File: config.mk
export PLATFORM = sky130hd
export DESIGN_NAME = pulse_scheduler
export DESIGN_NICKNAME = d
export VERILOG_FILES = /design/src/rtl/pulse_scheduler.sv
export SDC_FILE = /design/constraint.sdc
export NUM_CORES = 1
export LEC_CHECK = 0
export BUFFER_PORTS_ARGS = -buffer_cell sky130_fd_sc_hd__buf_2
export CAP_MARGIN = 20
export CORE_ASPECT_RATIO = 0.8
export CORE_MARGIN = 2
export CORE_UTILIZATION = 25
export DETAILED_ROUTE_END_ITERATION = 6
export SKIP_LAST_GASP = 1
export SYNTH_ARGS = -nofsm -noshare
export SYNTH_HDL_FRONTEND = slang
export SYNTH_SLANG_ARGS = --single-unit
File: constraint.sdc
create_clock -name i_clk -period 6.8 [get_ports i_clk]
set_clock_uncertainty 0.05 [all_clocks]
set_input_delay 0.68 -clock i_clk [delete_from_list [all_inputs] [get_ports i_clk]]
set_output_delay 0.68 -clock i_clk [all_outputs]
set_load 0.01 [all_outputs]
File: src/rtl/pulse_scheduler.sv
// Two-requester round-robin scheduler that shares one programmable pulse timer.
// Each granted job emits count one-cycle pulses spaced period+1 cycles apart, then a one-cycle done.
module pulse_scheduler #(
  parameter int unsigned PER_W = 8,
  parameter int unsigned CNT_W = 4
) (
  input  logic             i_clk,
  input  logic             i_reset,
  input  logic [1:0]       i_req,
  input  logic [PER_W-1:0] i_period0,
  input  logic [PER_W-1:0] i_period1,
  input  logic [CNT_W-1:0] i_count0,
  input  logic [CNT_W-1:0] i_count1,
  input  logic             i_abort,
  output logic [1:0]       o_grant,
  output logic             o_busy,
  output logic             o_owner,
  output logic             o_pulse,
  output logic [1:0]       o_done
);

  typedef enum logic [1:0] {
    S_IDLE = 2'd0,
    S_RUN  = 2'd1,
    S_DONE = 2'd2
  } state_t;

  state_t           r_state, w_state_nxt;
  logic [PER_W-1:0] r_timer, w_timer_nxt;
  logic [PER_W-1:0] r_per, w_per_nxt;
  logic [CNT_W-1:0] r_remaining, w_remaining_nxt;
  logic             r_owner, w_owner_nxt;
  logic             r_last, w_last_nxt;
  logic             r_first, w_first_nxt;

  logic             w_win_valid;
  logic             w_win_idx;
  logic [PER_W-1:0] w_win_period;
  logic [CNT_W-1:0] w_win_count;
  logic             w_timer_zero;
  logic             w_rem_zero;
  logic             w_rem_one;
  logic [1:0]       w_owner_onehot;

  // Arbitration: a lone request wins outright; on contention the requester
  // that was not served last wins.
  always_comb begin
    w_win_valid = |i_req;
    w_win_idx   = 1'b0;
    unique case (i_req)
      2'b01:   w_win_idx = 1'b0;
      2'b10:   w_win_idx = 1'b1;
      2'b11:   w_win_idx = ~r_last;
      default: w_win_idx = 1'b0;
    endcase
    w_win_period = w_win_idx ? i_period1 : i_period0;
    w_win_count  = w_win_idx ? i_count1  : i_count0;
  end

  assign w_timer_zero   = (r_timer == '0);
  assign w_rem_zero     = (r_remaining == '0);
  assign w_rem_one      = (r_remaining == CNT_W'(1));
  assign w_owner_onehot = r_owner ? 2'b10 : 2'b01;

  always_ff @(posedge i_clk) begin
    if (i_reset) begin
      r_state     <= S_IDLE;
      r_timer     <= '0;
      r_per       <= '0;
      r_remaining <= '0;
      r_owner     <= 1'b0;
      r_last      <= 1'b1;
      r_first     <= 1'b0;
    end else begin
      r_state     <= w_state_nxt;
      r_timer     <= w_timer_nxt;
      r_per       <= w_per_nxt;
      r_remaining <= w_remaining_nxt;
      r_owner     <= w_owner_nxt;
      r_last      <= w_last_nxt;
      r_first     <= w_first_nxt;
    end
  end

  always_comb begin
    w_state_nxt     = r_state;
    w_timer_nxt     = r_timer;
    w_per_nxt       = r_per;
    w_remaining_nxt = r_remaining;
    w_owner_nxt     = r_owner;
    w_last_nxt      = r_last;
    w_first_nxt     = 1'b0;

    unique case (r_state)
      S_IDLE: begin
        if (w_win_valid) begin
          w_state_nxt     = S_RUN;
          w_per_nxt       = w_win_period;
          w_timer_nxt     = w_win_period;
          w_remaining_nxt = w_win_count;
          w_owner_nxt     = w_win_idx;
          w_last_nxt      = w_win_idx;
          w_first_nxt     = 1'b1;
        end
      end
      // Priority: abort, empty job, countdown, then pulse with reload or finish.
      S_RUN: begin
        if (i_abort) begin
          w_state_nxt = S_IDLE;
        end else if (w_rem_zero) begin
          w_state_nxt = S_DONE;
        end else if (!w_timer_zero) begin
          w_timer_nxt = r_timer - PER_W'(1);
        end else if (w_rem_one) begin
          w_state_nxt = S_DONE;
        end else begin
          w_remaining_nxt = r_remaining - CNT_W'(1);
          w_timer_nxt     = r_per;
        end
      end
      S_DONE: begin
        w_state_nxt = S_IDLE;
      end
      default: begin
        w_state_nxt = S_IDLE;
      end
    endcase
  end

  // Only pulse looks at an input (abort), so an aborted pulse cycle stays quiet.
  always_comb begin
    o_busy  = (r_state == S_RUN);
    o_owner = r_owner;
    o_grant = (r_state == S_RUN && r_first) ? w_owner_onehot : 2'b00;
    o_pulse = (r_state == S_RUN) && w_timer_zero && !w_rem_zero && !i_abort;
    o_done  = (r_state == S_DONE) ? w_owner_onehot : 2'b00;
  end

endmodule

==> impl_metrics.env, run 1 <==
export IMPL_chipHeight_um=74.0
export IMPL_grt_pass1_wl_mm=6.47
export IMPL_slew_headroom_pct=41.7
export IMPL_holdBufCountCts=0
export IMPL_cellLeakagePower_nw=0.780
export IMPL_fin_setup_tns_ns=0
export IMPL_post_cts_buffers=0
export IMPL_synth_cells=188
export IMPL_power_density_nw_per_um2=341
export IMPL_initialDrtViolationCount=95
export IMPL_core_area_um2=5910
export IMPL_insertion_delay_ns=0.27
export IMPL_ir_worst_vdd_mv=0.0912
export IMPL_overflow=0
export IMPL_grt_setup_unrepaired="no"
export IMPL_drt_total_wl_mm=3.96
export IMPL_routed_top_layer="met4"
export IMPL_synth_main_ff_cell="dfxtp_1"
export IMPL_grt_max_degree=22
export IMPL_max_freq_mhz=318
export IMPL_antenna_left=0
export IMPL_drc_errors=0
export IMPL_route_vias_total=1453
export IMPL_critPathKind="reg2out"
export IMPL_gp_congestion=0.848
export IMPL_worst_pin_slew_ns=0.870
export IMPL_pre_cts_ws_ns=3.96
export IMPL_syn_area_um2=1530
export IMPL_status="finished, final reports clean"
export IMPL_reg2reg_from="r_timer[1]$_SDFFE_PP0P_"
export IMPL_fin_area_um2=1840
export IMPL_final_common_cell="buf_2"
export IMPL_min_to="r_per[3]$_SDFFE_PP0P_"
export IMPL_worst_r2r_endpoint="r_timer[2]$_SDFFE_PP0P_"
export IMPL_hp_start="r_per[3]$_SDFFE_PP0P_"
export IMPL_syn_num_nets=221
export IMPL_fin_cells=300
export IMPL_fp_row_count=25
export IMPL_critical_path_slowest_cell="or4_1"
export IMPL_wl_met3_um=230
export IMPL_slew_violations=0
export IMPL_slowest_delay_ns=0.68
export IMPL_avgViaCountPerCell=4.84
export IMPL_synthDistinctLibCells=43
export IMPL_dp_cells=295
export IMPL_grt_use_total_pct=12.0
export IMPL_wl_met1_mm=2.03
export IMPL_cp_start_kind="register"
export IMPL_endpoint_kind="primary output"
export IMPL_syn_area_per_cell_um2=8.14
export IMPL_crit_chain="or4_1 -> nor3_1 -> inv_1 -> a2111oi_0 -> buf_2"
export IMPL_max_cap_violations=0
export IMPL_r2r_cells=7
export IMPL_yosysWarningCount=0
export IMPL_clock_sinks=25
export IMPL_layout_common_cells="buf_2, nor2_1, dfxtp_1"
export IMPL_cts_resized=0
export IMPL_design_die_area_um2=6770
export IMPL_io_pin_count=36
export IMPL_synth_edf_count=0
export IMPL_cp_max_fo=7
export IMPL_hold_viol=0
export IMPL_setup_violations=0
export IMPL_cts_buffers=3
export IMPL_post_drt_wl_per_cell_um=13.2
export IMPL_area_growth_pct=20.2
export IMPL_cts_root_buffer="clkbuf_8"
export IMPL_worst_slack_ns=3.65
export IMPL_crit_arrival_ns=2.42
export IMPL_async_flop_share_pct=0
export IMPL_drive_gt1_share_pct=24.2
export IMPL_place_area_um2=1780
export IMPL_critical_path_required_ns=6.07
export IMPL_nNetsFinal=253
export IMPL_portBuffers=35
export IMPL_cts_clk_slew_worst_paths_ns=0.09
export IMPL_antenna_found_initial=0
export IMPL_dr_wl_met2_mm=1.67
export IMPL_worstHoldPathCells=2
export IMPL_place_hpwl_mm=2.89
export IMPL_cts_htree_levels=1
export IMPL_grt_pass1_vias=1296
export IMPL_drtPass1Iterations=4
export IMPL_fin_crit_ns=3.15
export IMPL_initial_core_util_pct=25.9
export IMPL_ff2ff_setup_slack_ns=4.28
export IMPL_cts_tree="yes"
export IMPL_ys_seq_area_share_pct=32.7
export IMPL_ys_ff_latch=25
export IMPL_whs_ns=0.457
export IMPL_period_share_pct=46.3
export IMPL_hp_class="reg2reg"
export IMPL_clk_path_buf_depth=2
export IMPL_diodes=0
export IMPL_die_w_um=91.5
==> registers in the layout, summed over array words and instances (netlist names) <==
signal	count
o_owner	1
r_first	1
r_last	1
r_per	8
r_remaining	4
r_state	2
r_timer	8
==> synth_stat cells (all sizes together), types with 5 or more instances <==
cell | n | share of area, %
mux2i | 11 | 7.2
nor2 | 25 | 6.1
o21ai | 12 | 3.9
a211oi | 12 | 6.5
nor4 | 5 | 2.0
inv | 8 | 2.0
a21oi | 15 | 4.9
dfxtp | 25 | 33
nor3 | 9 | 2.9
nand2 | 10 | 2.5
clkbuf | 8 | 2.0
==> metrics by stage <==
stage	total power, mW	util (%)
global route	0.678	31.1
global placement	0.532	30.1
finish	0.628	31.1
detailed placement	0.539	30.1
floorplan	0.465	-
CTS	0.629	30.9
==> critical path, delay by kind of cell, from the launching register on <==
| family | cells | cell delay [ns] |
|---|---|---|
| compound gates | 1 | 0.35 |
| buf+inv | 2 | 0.27 |
| simple gates | 2 | 1.14 |
| flops | 1 | 0.38 |
==> where the power goes <==
| group | internal, mW | switching, mW | total [mW] | leakage [nW] |
|---|---|---|---|---|
| registers | 0.182 | 0.0400 | 0.222 | 0.207 |
| logic | 0.135 | 0.180 | 0.314 | 0.547 |
| clock network | 0.0411 | 0.0503 | 0.0914 | 0.0255 |
==> area by class of cell <==
type                            instances  area (um^2)
Clock buffer                            3         41.3
Clock inverter                          1         5.00
Fill cell                             636         4070
Inverter                                9         33.8
Multi-Input combinational cell        144          960
Sequential cell                        25          500
Tap cell                               81          101
Timing Repair Buffer                   37          198
==> per-layer routing <==
layer | global-route usage (%) | vias to the layer above
li1 | - | 761
met1 | 16.6 | 643
met5 | 0 | -
met3 | 2.84 | 5
met2 | 19.2 | 44
met4 | 2.53 | 0
==> cell families (layout without fill, tap and decap cells) <==
kind of cell	Yosys count	in the layout	share of synthesized area, %
mux	15	15	10.9
xor+xnor	3	3	1.72
flops	25	25	32.7
buf+inv	19	50	4.82
simple gates	66	66	20.8
fa+ha+maj	4	4	3.27
compound gates	56	56	25.8
==> worst max-delay path by stage <==
stage                             from  endpoint  cells past startpoint  slack [ns]
5_1_grt        r_timer[2]$_SDFFE_PP0P_   o_pulse                      5        3.55
2_1_floorplan  r_timer[2]$_SDFFE_PP0P_   o_pulse                      5        4.03
3_3_place_gp   r_timer[2]$_SDFFE_PP0P_   o_pulse                      5        4.03
4_1_cts        r_timer[2]$_SDFFE_PP0P_   o_pulse                      5        3.64
6_report       r_timer[2]$_SDFFE_PP0P_   o_pulse                      5        3.65
3_5_place_dp   r_timer[2]$_SDFFE_PP0P_   o_pulse                      5        3.96
No activity file was read; power rests on OpenSTA's default activity.
==> run 2, diff against run 1 <==
clock period = 2.55 ns   (was 6.8 ns; I/O delays follow)
==> run 2 against run 1 <==
Effect of this change: the flow now finishes with violations (negative setup slack); clock power grew to 2.7 times the previous value; critical path depth stayed put; global-route usage up 0.23 points; via count up 1.6%; utilization increased by 0.72 points; combinational power increased to 2.8 times the previous value; total power rose to 2.8 times the previous value; critical path type unchanged; largest cell class unchanged; largest power group unchanged.
==> impl_metrics.env, run 2 (synthesis gave the netlist of run 1 again) <==
export IMPL_status="finished, violations left"
export IMPL_failed_checks="negative setup slack"
export IMPL_r2r_cells=7
export IMPL_overflow=0
export IMPL_portBuffers=35
export IMPL_drt_total_wl_mm=4.14
export IMPL_core_area_um2=5910
export IMPL_crit_start="r_timer[2]$_SDFFE_PP0P_"
export IMPL_cts_clk_slew_worst_paths_ns=0.09
export IMPL_fp_row_count=25
export IMPL_initial_core_util_pct=25.9
export IMPL_cts_root_buffer="clkbuf_8"
export IMPL_fin_setup_tns_ns=-0.0138
export IMPL_cts_tree="yes"
export IMPL_hp_class="in2reg"
export IMPL_cts_buffers=3
export IMPL_grt_use_total_pct=12.2
export IMPL_cellLeakagePower_nw=0.800
export IMPL_worst_r2r_endpoint="r_remaining[1]$_SDFFE_PP0P_"
export IMPL_die_w_um=91.5
export IMPL_cts_htree_levels=1
export IMPL_chipHeight_um=74.0
export IMPL_post_drt_wl_per_cell_um=13.6
export IMPL_grt_pass1_wl_mm=6.64
export IMPL_area_growth_pct=23.0
export IMPL_hold_viol=0
export IMPL_max_cap_violations=0
export IMPL_drc_errors=0
export IMPL_pre_cts_ws_ns=0.201
export IMPL_gp_congestion=0.886
export IMPL_hp_start="i_abort"
export IMPL_drtPass1Iterations=4
export IMPL_antenna_left=0
export IMPL_power_density_nw_per_um2=919
export IMPL_critPathKind="reg2out"
export IMPL_initialDrtViolationCount=106
export IMPL_final_common_cell="buf_2"
export IMPL_cp_start_kind="register"
export IMPL_period_share_pct=101
export IMPL_avgViaCountPerCell=4.84
export IMPL_slowest_delay_ns=0.61
export IMPL_design_die_area_um2=6770
export IMPL_reg2reg_from="r_remaining[0]$_SDFFE_PP0P_"
export IMPL_route_vias_total=1476
export IMPL_slew_headroom_pct=63.4
export IMPL_holdBufCountCts=0
export IMPL_cp_max_fo=7
export IMPL_ir_worst_vdd_mv=0.262
export IMPL_io_pin_count=36
export IMPL_antenna_found_initial=0
export IMPL_crit_arrival_ns=2.26
export IMPL_worst_pin_slew_ns=0.549
export IMPL_layout_common_cells="buf_2, nor2_1, dfxtp_1"
export IMPL_fin_crit_ns=2.56
export IMPL_diodes=0
export IMPL_crit_chain="or4_4 -> nor3_2 -> inv_1 -> a2111oi_1 -> buf_2"
export IMPL_endpoint_kind="primary output"
export IMPL_nNetsFinal=258
export IMPL_max_freq_mhz=390
export IMPL_clock_sinks=25
export IMPL_setup_violations=1
export IMPL_worstHoldPathCells=2
export IMPL_insertion_delay_ns=0.27
export IMPL_critical_path_required_ns=2.25
export IMPL_ff2ff_setup_slack_ns=0.26
export IMPL_clk_path_buf_depth=2
export IMPL_drive_gt1_share_pct=26.8
export IMPL_min_to="r_state[1]$_SDFFE_PP0P_"
export IMPL_reg_largest_list="r_per: 8 flops, r_timer: 8 flops, r_remaining: 4 flops"
export IMPL_critical_path_slowest_cell="or4_4"
export IMPL_slew_violations=0
export IMPL_grt_pass1_vias=1315
export IMPL_grt_max_degree=19
export IMPL_place_hpwl_mm=2.96
export IMPL_worst_slack_ns=-0.0138
-- run 2: worst max-delay path by stage --
| stage | end | slack (ns) | cells past startpoint |
|---|---|---|---|
| final | o_pulse | -0.01 | 5 |
| after global routing | o_pulse | -0.12 | 5 |
| after CTS | o_pulse | 0.02 | 5 |
| after detailed placement | r_timer[4]$_SDFFE_PP0P_ | 0.20 | 5 |
| after global placement | o_pulse | 0.27 | 5 |
| after floorplan | o_pulse | 0.20 | 5 |
-- run 2: where the power goes --
group / total [mW] / internal (mW) / switching, mW / leakage [nW]
logic: 0.885 / 0.395 / 0.490 / 0.571
registers: 0.600 / 0.486 / 0.114 / 0.207
clock network: 0.246 / 0.111 / 0.135 / 0.0217
total: 1.73 / 0.992 / 0.738 / 0.800
-- run 2: area by class of cell --
| class | count | area, um^2 |
|---|---|---|
| Clock buffer | 3 | 41.3 |
| Timing Repair Buffer | 42 | 228 |
| Sequential cell | 25 | 500 |
| Clock inverter | 1 | 7.51 |
| Inverter | 9 | 33.8 |
| Tap cell | 81 | 101 |
| Fill cell | 630 | 4030 |
| Multi-Input combinational cell | 144 | 970 |
-- run 2: metal layers --
layer	track usage, %	up-vias	share of wire, %
met1	17.5	656	53
met2	19.4	42	40
li1	-	774	-
met4	2.02	0	1.1
met3	2.63	4	5.3
met5	0	-	0
-- run 2: repair_timing --
action / 4_1_cts / 5_1_grt
setup endpoints to repair: 1 / 1
pin swaps: 0 / 0
gates resized for setup: 1 / 2
setup buffers: 0 / 0
-- run 2: worst max-delay path: cells and delay by family, from the launching register on --
| kind | cells | cell delay, ns |
|---|---|---|
| buf+inv | 2 | 0.29 |
| compound gates | 1 | 0.50 |
| flops | 1 | 0.39 |
| simple gates | 2 | 0.81 |
-- run 2: metrics by stage --
step / cell area, um^2 / total power [mW] / utilization [%] / std cells / hold WS, ns
4_1_cts: 1880 / 1.72 / 31.7 / 305 / 0.137
6_report: 1880 / 1.73 / 31.8 / 305 / 0.155
3_5_place_dp: 1820 / 1.46 / 30.8 / 301 / 0.434
2_1_floorplan: 1530 / 1.24 / - / 188 / 0.281
5_1_grt: 1880 / 1.86 / 31.8 / 305 / 0.161
3_3_place_gp: 1820 / 1.44 / 30.8 / 301 / 0.433
